`src/rtl/noc_pkg.sv`:
```
// Shared NoC router definitions: port indices, code widths and the
// per-output allocator state record.
package noc_pkg;

  localparam int NPORTS   = 5;
  localparam int REQ_W    = 3;
  localparam int REQ_IDLE = 7;
  localparam int FLIT_W   = 8;

  typedef logic [REQ_W-1:0] port_idx_t;

  localparam port_idx_t PORT_L = 3'd0;
  localparam port_idx_t PORT_N = 3'd1;
  localparam port_idx_t PORT_E = 3'd2;
  localparam port_idx_t PORT_S = 3'd3;
  localparam port_idx_t PORT_W = 3'd4;

  typedef struct packed {
    logic      lock;
    port_idx_t owner;
    port_idx_t ptr;
  } out_state_t;

  // Round-robin pointer advance, wrapping 4 -> 0.
  function automatic port_idx_t next_ptr(input port_idx_t idx);
    return (idx >= port_idx_t'(NPORTS - 1)) ? port_idx_t'(0) : idx + port_idx_t'(1);
  endfunction

endpackage

```
`src/rtl/rr_arb5.sv`:
```
// Five-way round-robin arbiter: first requester at or after ptr_i, searching
// cyclically. Purely combinational.
module rr_arb5
  import noc_pkg::*;
(
  input  logic [NPORTS-1:0] req_i,
  input  port_idx_t         ptr_i,
  output logic [NPORTS-1:0] gnt_oh_o,
  output port_idx_t         gnt_idx_o
);

  always_comb begin
    logic found;
    int   idx;
    gnt_oh_o  = '0;
    gnt_idx_o = port_idx_t'(REQ_IDLE);
    found     = 1'b0;
    for (int k = 0; k < NPORTS; k++) begin
      idx = int'(ptr_i) + k;
      if (idx >= NPORTS) idx = idx - NPORTS;
      if (!found && req_i[idx]) begin
        found          = 1'b1;
        gnt_oh_o[idx]  = 1'b1;
        gnt_idx_o      = port_idx_t'(idx);
      end
    end
  end

endmodule

```
`src/rtl/switch_alloc.sv`:
```
// Wormhole switch allocator for the 5-port router: per-output round-robin
// arbitration, packet lock until tail transfer, grant and crossbar select.
module switch_alloc #(
  parameter int NPORTS   = 5,
  parameter int REQ_W    = 3,
  parameter int REQ_IDLE = 7
) (
  input  logic             clk,
  input  logic             rst,
  input  logic [REQ_W-1:0] request_L,
  input  logic [REQ_W-1:0] request_N,
  input  logic [REQ_W-1:0] request_E,
  input  logic [REQ_W-1:0] request_S,
  input  logic [REQ_W-1:0] request_W,
  input  logic             tail_L,
  input  logic             tail_N,
  input  logic             tail_E,
  input  logic             tail_S,
  input  logic             tail_W,
  input  logic             full_L,
  input  logic             full_N,
  input  logic             full_E,
  input  logic             full_S,
  input  logic             full_W,
  output logic             grant_L,
  output logic             grant_N,
  output logic             grant_E,
  output logic             grant_S,
  output logic             grant_W,
  output logic [REQ_W-1:0] sel_L,
  output logic [REQ_W-1:0] sel_N,
  output logic [REQ_W-1:0] sel_E,
  output logic [REQ_W-1:0] sel_S,
  output logic [REQ_W-1:0] sel_W,
  output logic             busy_L,
  output logic             busy_N,
  output logic             busy_E,
  output logic             busy_S,
  output logic             busy_W
);
  import noc_pkg::*;

  logic [REQ_W-1:0]  req [NPORTS];
  logic [NPORTS-1:0] tail_v, full_v;
  logic [NPORTS-1:0] owns, xfer, rel, grant_v, busy_v;
  logic [NPORTS-1:0] cand   [NPORTS];
  logic [NPORTS-1:0] win_oh [NPORTS];
  port_idx_t         win_idx [NPORTS];
  logic [REQ_W-1:0]  sel_v  [NPORTS];
  out_state_t        st_q   [NPORTS];
  out_state_t        st_d   [NPORTS];

  assign req[0] = request_L;
  assign req[1] = request_N;
  assign req[2] = request_E;
  assign req[3] = request_S;
  assign req[4] = request_W;
  assign tail_v = {tail_W, tail_S, tail_E, tail_N, tail_L};
  assign full_v = {full_W, full_S, full_E, full_N, full_L};

  // An input holding a lock may not compete for any other output.
  always_comb begin
    owns = '0;
    for (int o = 0; o < NPORTS; o++)
      for (int i = 0; i < NPORTS; i++)
        if (st_q[o].lock && st_q[o].owner == port_idx_t'(i)) owns[i] = 1'b1;
  end

  // Codes 5..7 never match an output index, so they drop out as idle here.
  always_comb begin
    for (int o = 0; o < NPORTS; o++)
      for (int i = 0; i < NPORTS; i++)
        cand[o][i] = (req[i] == REQ_W'(o)) && !owns[i];
  end

  for (genvar o = 0; o < NPORTS; o++) begin : g_arb
    rr_arb5 u_arb (
      .req_i     (cand[o]),
      .ptr_i     (st_q[o].ptr),
      .gnt_oh_o  (win_oh[o]),
      .gnt_idx_o (win_idx[o])
    );
  end

  // Transfer only while the owner still targets this output and it has room.
  always_comb begin
    xfer = '0;
    rel  = '0;
    for (int o = 0; o < NPORTS; o++)
      for (int i = 0; i < NPORTS; i++)
        if (st_q[o].lock && st_q[o].owner == port_idx_t'(i)) begin
          xfer[o] = (req[i] == REQ_W'(o)) && !full_v[o];
          rel[o]  = (req[i] == REQ_W'(o)) && !full_v[o] && tail_v[i];
        end
  end

  always_comb begin
    grant_v = '0;
    for (int i = 0; i < NPORTS; i++)
      for (int o = 0; o < NPORTS; o++)
        if (xfer[o] && st_q[o].owner == port_idx_t'(i)) grant_v[i] = 1'b1;
  end

  always_comb begin
    for (int o = 0; o < NPORTS; o++) begin
      st_d[o] = st_q[o];
      if (st_q[o].lock) begin
        if (rel[o]) st_d[o].lock = 1'b0;
      end else if (|win_oh[o]) begin
        st_d[o].lock  = 1'b1;
        st_d[o].owner = win_idx[o];
        st_d[o].ptr   = next_ptr(win_idx[o]);
      end
    end
  end

  always_ff @(posedge clk) begin
    for (int o = 0; o < NPORTS; o++) begin
      if (!rst) st_q[o] <= '0;
      else      st_q[o] <= st_d[o];
    end
  end

  always_comb begin
    for (int o = 0; o < NPORTS; o++) begin
      busy_v[o] = st_q[o].lock;
      sel_v[o]  = st_q[o].lock ? st_q[o].owner : REQ_W'(REQ_IDLE);
    end
  end

  assign {grant_W, grant_S, grant_E, grant_N, grant_L} = grant_v;
  assign {busy_W, busy_S, busy_E, busy_N, busy_L}      = busy_v;
  assign sel_L = sel_v[0];
  assign sel_N = sel_v[1];
  assign sel_E = sel_v[2];
  assign sel_S = sel_v[3];
  assign sel_W = sel_v[4];

endmodule

```
`config.mk`:
```
export PLATFORM = sky130hd
export DESIGN_NAME = switch_alloc
export DESIGN_NICKNAME = d
export VERILOG_FILES = /design/src/rtl/noc_pkg.sv /design/src/rtl/rr_arb5.sv /design/src/rtl/switch_alloc.sv
export SDC_FILE = /design/constraint.sdc
export NUM_CORES = 1
export LEC_CHECK = 0
export CAP_MARGIN = 0
export CORE_MARGIN = 4
export CORE_UTILIZATION = 30
export CTS_CLUSTER_DIAMETER = 40
export DETAILED_ROUTE_END_ITERATION = 8
export PLACE_DENSITY = 0.58
export SLEW_MARGIN = 10
export SYNTH_ARGS = -nofsm -noshare
export SYNTH_HDL_FRONTEND = slang
export SYNTH_SLANG_ARGS = --single-unit
```
`constraint.sdc`:
```
create_clock -name clk -period 4.6 [get_ports clk]
set_input_delay 0.69 -clock clk [delete_from_list [all_inputs] [get_ports clk]]
set_output_delay 0.69 -clock clk [all_outputs]
set_load 0.02 [all_outputs]
```
==> results of run 1 <==
layer usage:
metal,track usage,vias up,part of all wire
met5,0,-,0
met4,0.0438,0,0.027
met3,0.0203,67,0.061
met2,0.309,385,0.44
met1,0.267,4883,0.47
li1,-,5086,-
cell families after synthesis:
family / Yosys count
adder cells (fa/ha/maj): 120
multiplexers: 39
flip-flops: 35
buffers and inverters: 118
AND/OR/NAND/NOR: 562
XOR/XNOR: 37
AO/OA/AOI/OAI: 398
cells in the mapped netlist, drive strengths merged (8+ instances only):
library cell,instances,area share
nor4,22,0.015
and2,12,0.0080
a21oi,81,0.044
o31ai,25,0.020
o21a,14,0.011
buf,14,0.0074
or2,17,0.011
mux2i,27,0.029
inv,63,0.025
a31oi,27,0.020
and3,8,0.0054
mux2,12,0.014
a22oi,13,0.010
xnor2,34,0.032
o22ai,21,0.015
a21o,17,0.014
o21ai,65,0.035
or4b,8,0.0086
or4,10,0.0080
ha,115,0.15
nand2,123,0.049
nand3,44,0.024
dfxtp,35,0.075
a221oi,10,0.010
or4bb,8,0.0096
nand2b,53,0.035
o211ai,14,0.011
nand4b,8,0.0075
nand3b,12,0.0096
nor2,83,0.034
clkbuf,38,0.015
a211oi,16,0.013
or3,24,0.016
a21boi,8,0.0064
nand4,11,0.0080
nor3,57,0.031
or3b,9,0.0084
nor2b,14,0.0094
power by group through the flow:
stage                     sequential, mW  combinational [mW]  clock [mW]
final                              0.567                6.07       0.399
after floorplan                    0.549                4.36           0
after global placement             0.567                5.96           0
after CTS                          0.562                6.01       0.403
after global routing               0.589                6.78       0.417
after detailed placement           0.567                5.96           0
placed cells by master, fill, tap and decap left out, drive strengths merged, types with 10 or more instances in the layout:
cell type / synthesis / routed
a21oi: 81 / 81
a211oi: 16 / 16
dfxtp: 35 / 35
mux2: 12 / 12
nand3b: 12 / 12
or2: 17 / 17
o211ai: 14 / 14
a221oi: 10 / 10
nand4: 11 / 11
and2: 12 / 12
nor3: 57 / 57
clkdlybuf4s50: 0 / 51
nor2b: 14 / 14
nor4: 22 / 22
xnor2: 34 / 34
nand2b: 53 / 53
a31oi: 27 / 27
or3: 24 / 24
mux2i: 27 / 27
inv: 63 / 63
o22ai: 21 / 21
nand3: 44 / 44
a22oi: 13 / 13
nand2: 123 / 123
buf: 14 / 56
a21o: 17 / 17
o31ai: 25 / 25
ha: 115 / 115
o21a: 14 / 14
o21ai: 65 / 65
nor2: 83 / 83
or4: 10 / 10
metrics by stage:
| stage | power, mW | cell area, sq um |
|---|---|---|
| finish | 7.04 | 10700 |
| floorplan | 4.91 | 9340 |
| global route | 7.78 | 10700 |
| global placement | 6.52 | 10600 |
| detailed placement | 6.53 | 10600 |
| CTS | 6.98 | 10700 |
path summary, 6_finish.rpt:
path	startpoint	end	slack, ns	depth (start not counted)
worst max register to register	st_q[2][1]$_SDFFE_PN0P_	st_q[2][2]$_SDFFE_PN0P_	0.40	17
worst min-delay path	st_q[0][5]$_SDFFE_PN0P_	st_q[0][5]$_SDFFE_PN0P_	0.55	2
worst max-delay path	full_N	grant_S	0.28	8
worst min register to register	st_q[0][5]$_SDFFE_PN0P_	st_q[0][5]$_SDFFE_PN0P_	0.55	2
cell type report:
| cell class | instances | area [sq um] | area share |
|---|---|---|---|
| clock buffers | 5 | 125 | 0.0117 |
| clock inverters | 3 | 43.8 | 0.00408 |
| inverters | 66 | 248 | 0.0231 |
| multi-input cells | 1156 | 8180 | 0.763 |
| flip-flops and latches | 35 | 701 | 0.0653 |
| well taps | 396 | 495 | 0.0462 |
| repair buffers | 107 | 931 | 0.0868 |
critical path: stages:
cell	delay (ns)
clkdlybuf4s50_1	0.56
or3_1	0.43
nor4b_1	0.51
nor4_1	0.10
nor4_1	0.37
nor4_1	0.11
o31ai_1	0.16
clkdlybuf4s50_1	0.70
==> summary.md, run 1 <==
| Metric | Value |
|---|---|
| Outcome | completed |
| GRT overflow | 0 |
| Post-synthesis simple-gate area fraction | 0.338 |
| GR Util All Layers | 0.189 |
| Die area | 0.0340 sq mm |
| Flop pwr share | 0.081 |
| H-tree Lvls | 2 |
| Routed Antenna Nets | 0 |
| Synth Flop Type | dfxtp_1 |
| Syn_nets | 1,456 |
| Synthesis Warnings | 0 |
| Via Count | 10,400 |
| Row count | 64 |
| Synthesized area | 0.00934 sq mm |
| CTS root buffer | clkbuf_16 |
| Sequential share of the synthesized area | 0.0750 |
| Post-route setup slack | 0.285 ns |
| Filler instances | 3,266 |
| Place WS | 0.180 ns |
| Sum of negative setup slack | 0 ns |
| Fin. Hold Viols | 0 |
| #FFs+latches synth | 35 |
| Buffers on Ports | 51 |
| Slew HR | 0.392 |
| Post-Synthesis Cells | 1,309 |
| Routability cong. | 1.01 |
| Critical Path End Type | output port |
| Clock transition at path regs | 0.06 ns |
| Share of post-route cells with drive strength above 1 | 0.0897 |
| Async SR Flop Fraction | 0 |
| Clk pwr share | 0.057 |
| Synth Area in Compound Gates | 0.296 |
| Setup Viol. Count Final | 0 |
| Worst slew pin tran | 0.907 ns |
| Via density | 5.89 |
| Worst vdd ir | 0.311 mV |
| Final Skew | 0.00638 ns |
| Clock buffer depth | 2 |
| DRT iter0 DRCs | 1,205 |
| Synth Area in XOR/XNOR | 0.0347 |
| Post-Synth Adder-Cell Area | 0.165 |
| Internal | 3.14 mW |
| CTS tree | yes |
| Final net count | 1,518 |
| Logic gate share of total power | 0.863 |
| Setup CP Type | input port to output port |
| Drc violations | 0 |
| Max Cap Violations | 0 |
| Non-Filler Instances | 1,768 |
| Vias in the first global route | 9,868 |
| Worst EP required | 3.91 ns |
| Die Wd | 184 um |
| Average size of a mapped cell | 7.14 sq um |
| Hold Buf Count CTS | 0 |
| Final period util | 0.938 |
| Crit start category | input port |
| Sink Count | 35 |
| Hold crit path type | flop to flop |
| Largest net degree at the start of global routing | 28 |
| Max FFs per register | 35 |
| RSZ-0062 raised after global routing | false |
| Post-synth EDFFs | 0 |
| Routed len/inst | 18.6 um |
| Hold WS | 0.551 ns |
| Initial antenna violation count | 0 |
| Final min period | 4.32 ns |
| Layout area overhead | 14.8% |
| Pwr/cell area | 656 mW/mm^2 |
| Starting Density | 0.305 |
| Worst skew pair latency | 0.29 ns |
| Sw frac | 0.553 |
| Die height | 184 um |
| Resize count post-CTS | 0 |
| Cell variety after synth | 96 |
| Pins over their slew limit | 0 |
| Final Core Density | 0.350 |
| Top reg by flops | st_q |
| WL final | 32.9 mm |
| CTS Buf Count | 5 |
| Biggest registers after layout | st_q x35 |
| Diode count | 0 |
| Psw | 3.89 mW |
| Core Area | 0.0307 sq mm |
| Post-CTS Setup Inserts | 0 |
| Mux contribution to synthesized area | 0.0434 |
| DR pass1 iterations | 6 |
| Static Leak | 4.15 nW |
| Peak Freq | 232 MHz |
| Dpl hpwl | 26.4 mm |
| Arr. time, crit path | 3.63 ns |
| CP Max Fanout | 4 |
| I/O pins | 52 |
| Largest family of logic cells by synthesized area | simple AND/OR/NAND/NOR gates |
| First-pass GRT wire length | 52.9 mm |
| Inst Count DP | 1,760 |
(Power assumes the default switching activity.)
==> run 2: changes to the inputs <==
--- a/config.mk
+++ b/config.mk
@@ -10,7 +10,7 @@
 export CORE_UTILIZATION = 30
 export CTS_CLUSTER_DIAMETER = 40
 export DETAILED_ROUTE_END_ITERATION = 8
-export PLACE_DENSITY = 0.58
+export PLACE_DENSITY = 0.55
 export SLEW_MARGIN = 10
 export SYNTH_ARGS = -nofsm -noshare
 export SYNTH_HDL_FRONTEND = slang
==> run 2 against run 1 <==
  * Wire length fell by 1.9%
  * Sequential power increased by 0.9%
  * Global-route usage decreased by 0.55 points
  * Final cell count increased by 0.79%
  * Highest routed layer unchanged
  * Non-clock buffer count increased by 13
  * Largest power group unchanged
  * Register-to-register slack better by 0.18 ns
  * Clock skew shrank 0.0015 ns
==> summary.md, run 2 (synthesis results as in run 1) <==
| Metric | Value |
|---|---|
| Reg area | 701 sq um (unchanged) |
| Final net count | 1,531 (+0.86%) |
| Die height | 184 um (unchanged) |
| Dpl hpwl | 26.4 mm (+0.21%) |
| H-tree Lvls | 2 (unchanged) |
| Top reg by flops | st_q |
| Worst vdd ir | 0.275 mV (-11%) |
| First-pass GRT wire length | 51.1 mm (-3.4%) |
| Resize count post-CTS | 0 (unchanged) |
| Arr. time, crit path | 3.62 ns (about the same) |
| Worst skew pair latency | 0.29 ns (about the same) |
| Share of post-route cells with drive strength above 1 | 0.0982 (+0.00854) |
| Routed len/inst | 18.1 um (-2.7%) |
| Hold Buf Count CTS | 0 (unchanged) |
| Routability cong. | 0.987 (-1.8%) |
| Sink Count | 35 (unchanged) |
| Slew HR | 0.425 (+0.0335) |
| Final min period | 4.31 ns (-0.00952 ns) |
| Critical Path End Type | output port |
| Outcome | completed |
| GRT overflow | 0 (unchanged) |
| Pwr/cell area | 646 mW/mm^2 (-1.6%) |
| Core Area | 0.0307 sq mm (unchanged) |
| GR Util All Layers | 0.183 (-0.00545) |
| I/O pins | 52 (unchanged) |
| Worst slew pin tran | 0.858 ns (-0.0486 ns) |
| Buffers on Ports | 51 (unchanged) |
| Die Wd | 184 um (unchanged) |
| CP Cell Sequence | clkdlybuf4s50_1 -> or3_1 -> nor4b_1 -> nor4_1 -> nor4_1 -> nor4_1 -> o31ai_1 -> clkdlybuf4s50_1 |
| Clock buffer depth | 2 (unchanged) |
| Most frequent cells in the layout | nand2_1, ha_1, nor2_1 |
| DR pass1 iterations | 5 (-1) |
| Hold WS | 0.548 ns (-0.00261 ns) |
| CTS root buffer | clkbuf_16 |
| Row count | 64 (unchanged) |
| Setup CP Type | input port to output port |
| Via density | 5.81 (-1.4%) |
| Setup Viol. Count Final | 0 (unchanged) |
| Static Leak | 4.19 nW (+1.0%) |
| Multi-input logic area | 0.00818 sq mm (unchanged) |
| Max Cap Violations | 0 (unchanged) |
| Layout area overhead | 15.6% |
| Biggest registers after layout | st_q x35 |
| Post-CTS Setup Inserts | 0 (unchanged) |
| Max stage delay on crit path | 0.68 ns (-0.02 ns) |
| Largest net degree at the start of global routing | 29 (+3.6%) |
| Vias in the first global route | 9,544 (-3.3%) |
| CTS tree | yes |
| Placement Cell Area | 0.0107 sq mm (+0.92%) |
| Pins over their slew limit | 0 (unchanged) |
| Hold crit path type | flop to flop |
| Most common cell after layout, fill and taps aside | nand2_1 |
| Final period util | 0.936 (-0.00207) |
| Worst path slowest cell | clkdlybuf4s50_1 |
| CTS Buf Count | 5 (unchanged) |
| Filler instances | 3,244 (-0.67%) |
| Starting Density | 0.305 (unchanged) |
| Top cell by count, worst path | nor4_1 |
| Max FFs per register | 35 (unchanged) |
| DRT iter0 DRCs | 859 (-29%) |
| Worst EP required | 3.91 ns (about the same) |
| WL final | 32.2 mm (-1.9%) |
| Design area | 0.0108 sq mm (+0.71%) |
| CP Max Fanout | 4 (unchanged) |
| Die area | 0.0340 sq mm (unchanged) |
| Final Skew | 0.00483 ns (-0.00155 ns) |
| Fin. Hold Viols | 0 (unchanged) |
| Delay-heaviest family, CP | simple AND/OR/NAND/NOR gates |
| Worst Path Buf+Inv | 2 (unchanged) |
| Via Count | 10,400 (-0.59%) |
| Sum of negative setup slack | 0 ns (unchanged) |
| Clock transition at path regs | 0.06 ns (about the same) |
| RSZ-0062 raised after global routing | false |
| Initial antenna violation count | 1 (+1) |
| Crit start category | input port |
| Drc violations | 0 (unchanged) |
| Peak Freq | 232 MHz (+0.22%) |
| Routed Antenna Nets | 0 (unchanged) |
-- run 2: cell count changes in the layout (fill, tap and decap cells not counted), sizes merged --
| cell | change |
|---|---|
| buf | +13 |
| bufinv | -1 |
| clkinv | -1 |
| clkinvlp | +2 |
| diode | +1 |
-- run 2: power by group --
part           leakage [nW]  internal (mW)  total, mW  switching, mW
combinational          3.84           2.50       6.06           3.56
clock                0.0658          0.199      0.339          0.140
sequential            0.287          0.408      0.572          0.164
-- run 2: area by class of cell --
cell class | count | area share
multi-input cells | 1156 | 0.757
repair buffers | 120 | 0.0952
flip-flops and latches | 35 | 0.0649
well taps | 396 | 0.0459
inverters | 66 | 0.0229
clock buffers | 5 | 0.0116
clock inverters | 3 | 0.00185
diodes | 1 | 0.000232
-- run 2: worst paths after layout --
| check | from | endpoint | slack, ns | cells past startpoint |
|---|---|---|---|---|
| min reg2reg | st_q[0][5]$_SDFFE_PN0P_ | st_q[0][5]$_SDFFE_PN0P_ | 0.55 | 2 |
| max reg2reg | st_q[4][6]$_SDFF_PN0_ | st_q[1][1]$_SDFFE_PN0P_ | 0.58 | 13 |
| max | full_N | grant_S | 0.29 | 8 |
| min | st_q[0][5]$_SDFFE_PN0P_ | st_q[0][5]$_SDFFE_PN0P_ | 0.55 | 2 |
-- run 2: metrics by stage --
step | setup WS, ns | util | total power, mW | instances
floorplan | 0.490 | - | 4.91 | 1309
global placement | 0.215 | 0.347 | 6.54 | 1773
detailed placement | 0.202 | 0.347 | 6.56 | 1773
CTS | 0.313 | 0.352 | 6.94 | 1781
global route | 0.0482 | 0.352 | 7.67 | 1782
finish | 0.294 | 0.352 | 6.98 | 1782
-- run 2: routing by layer --
metal  global-route usage  up-vias  share of wire
met5                    0        -              0
li1                     -     5127              -
met1                0.259     4884           0.47
met4               0.0580        0          0.027
met3               0.0233       58          0.058
met2                0.291      290           0.45
-- run 2: worst min-delay path: cells and delay by family, from the launching register on --
| kind | cells | cell delay, ns |
|---|---|---|
| flip-flops | 1 | 0.37 |
| AO/OA/AOI/OAI | 1 | 0.05 |
| AND/OR/NAND/NOR | 1 | 0.08 |
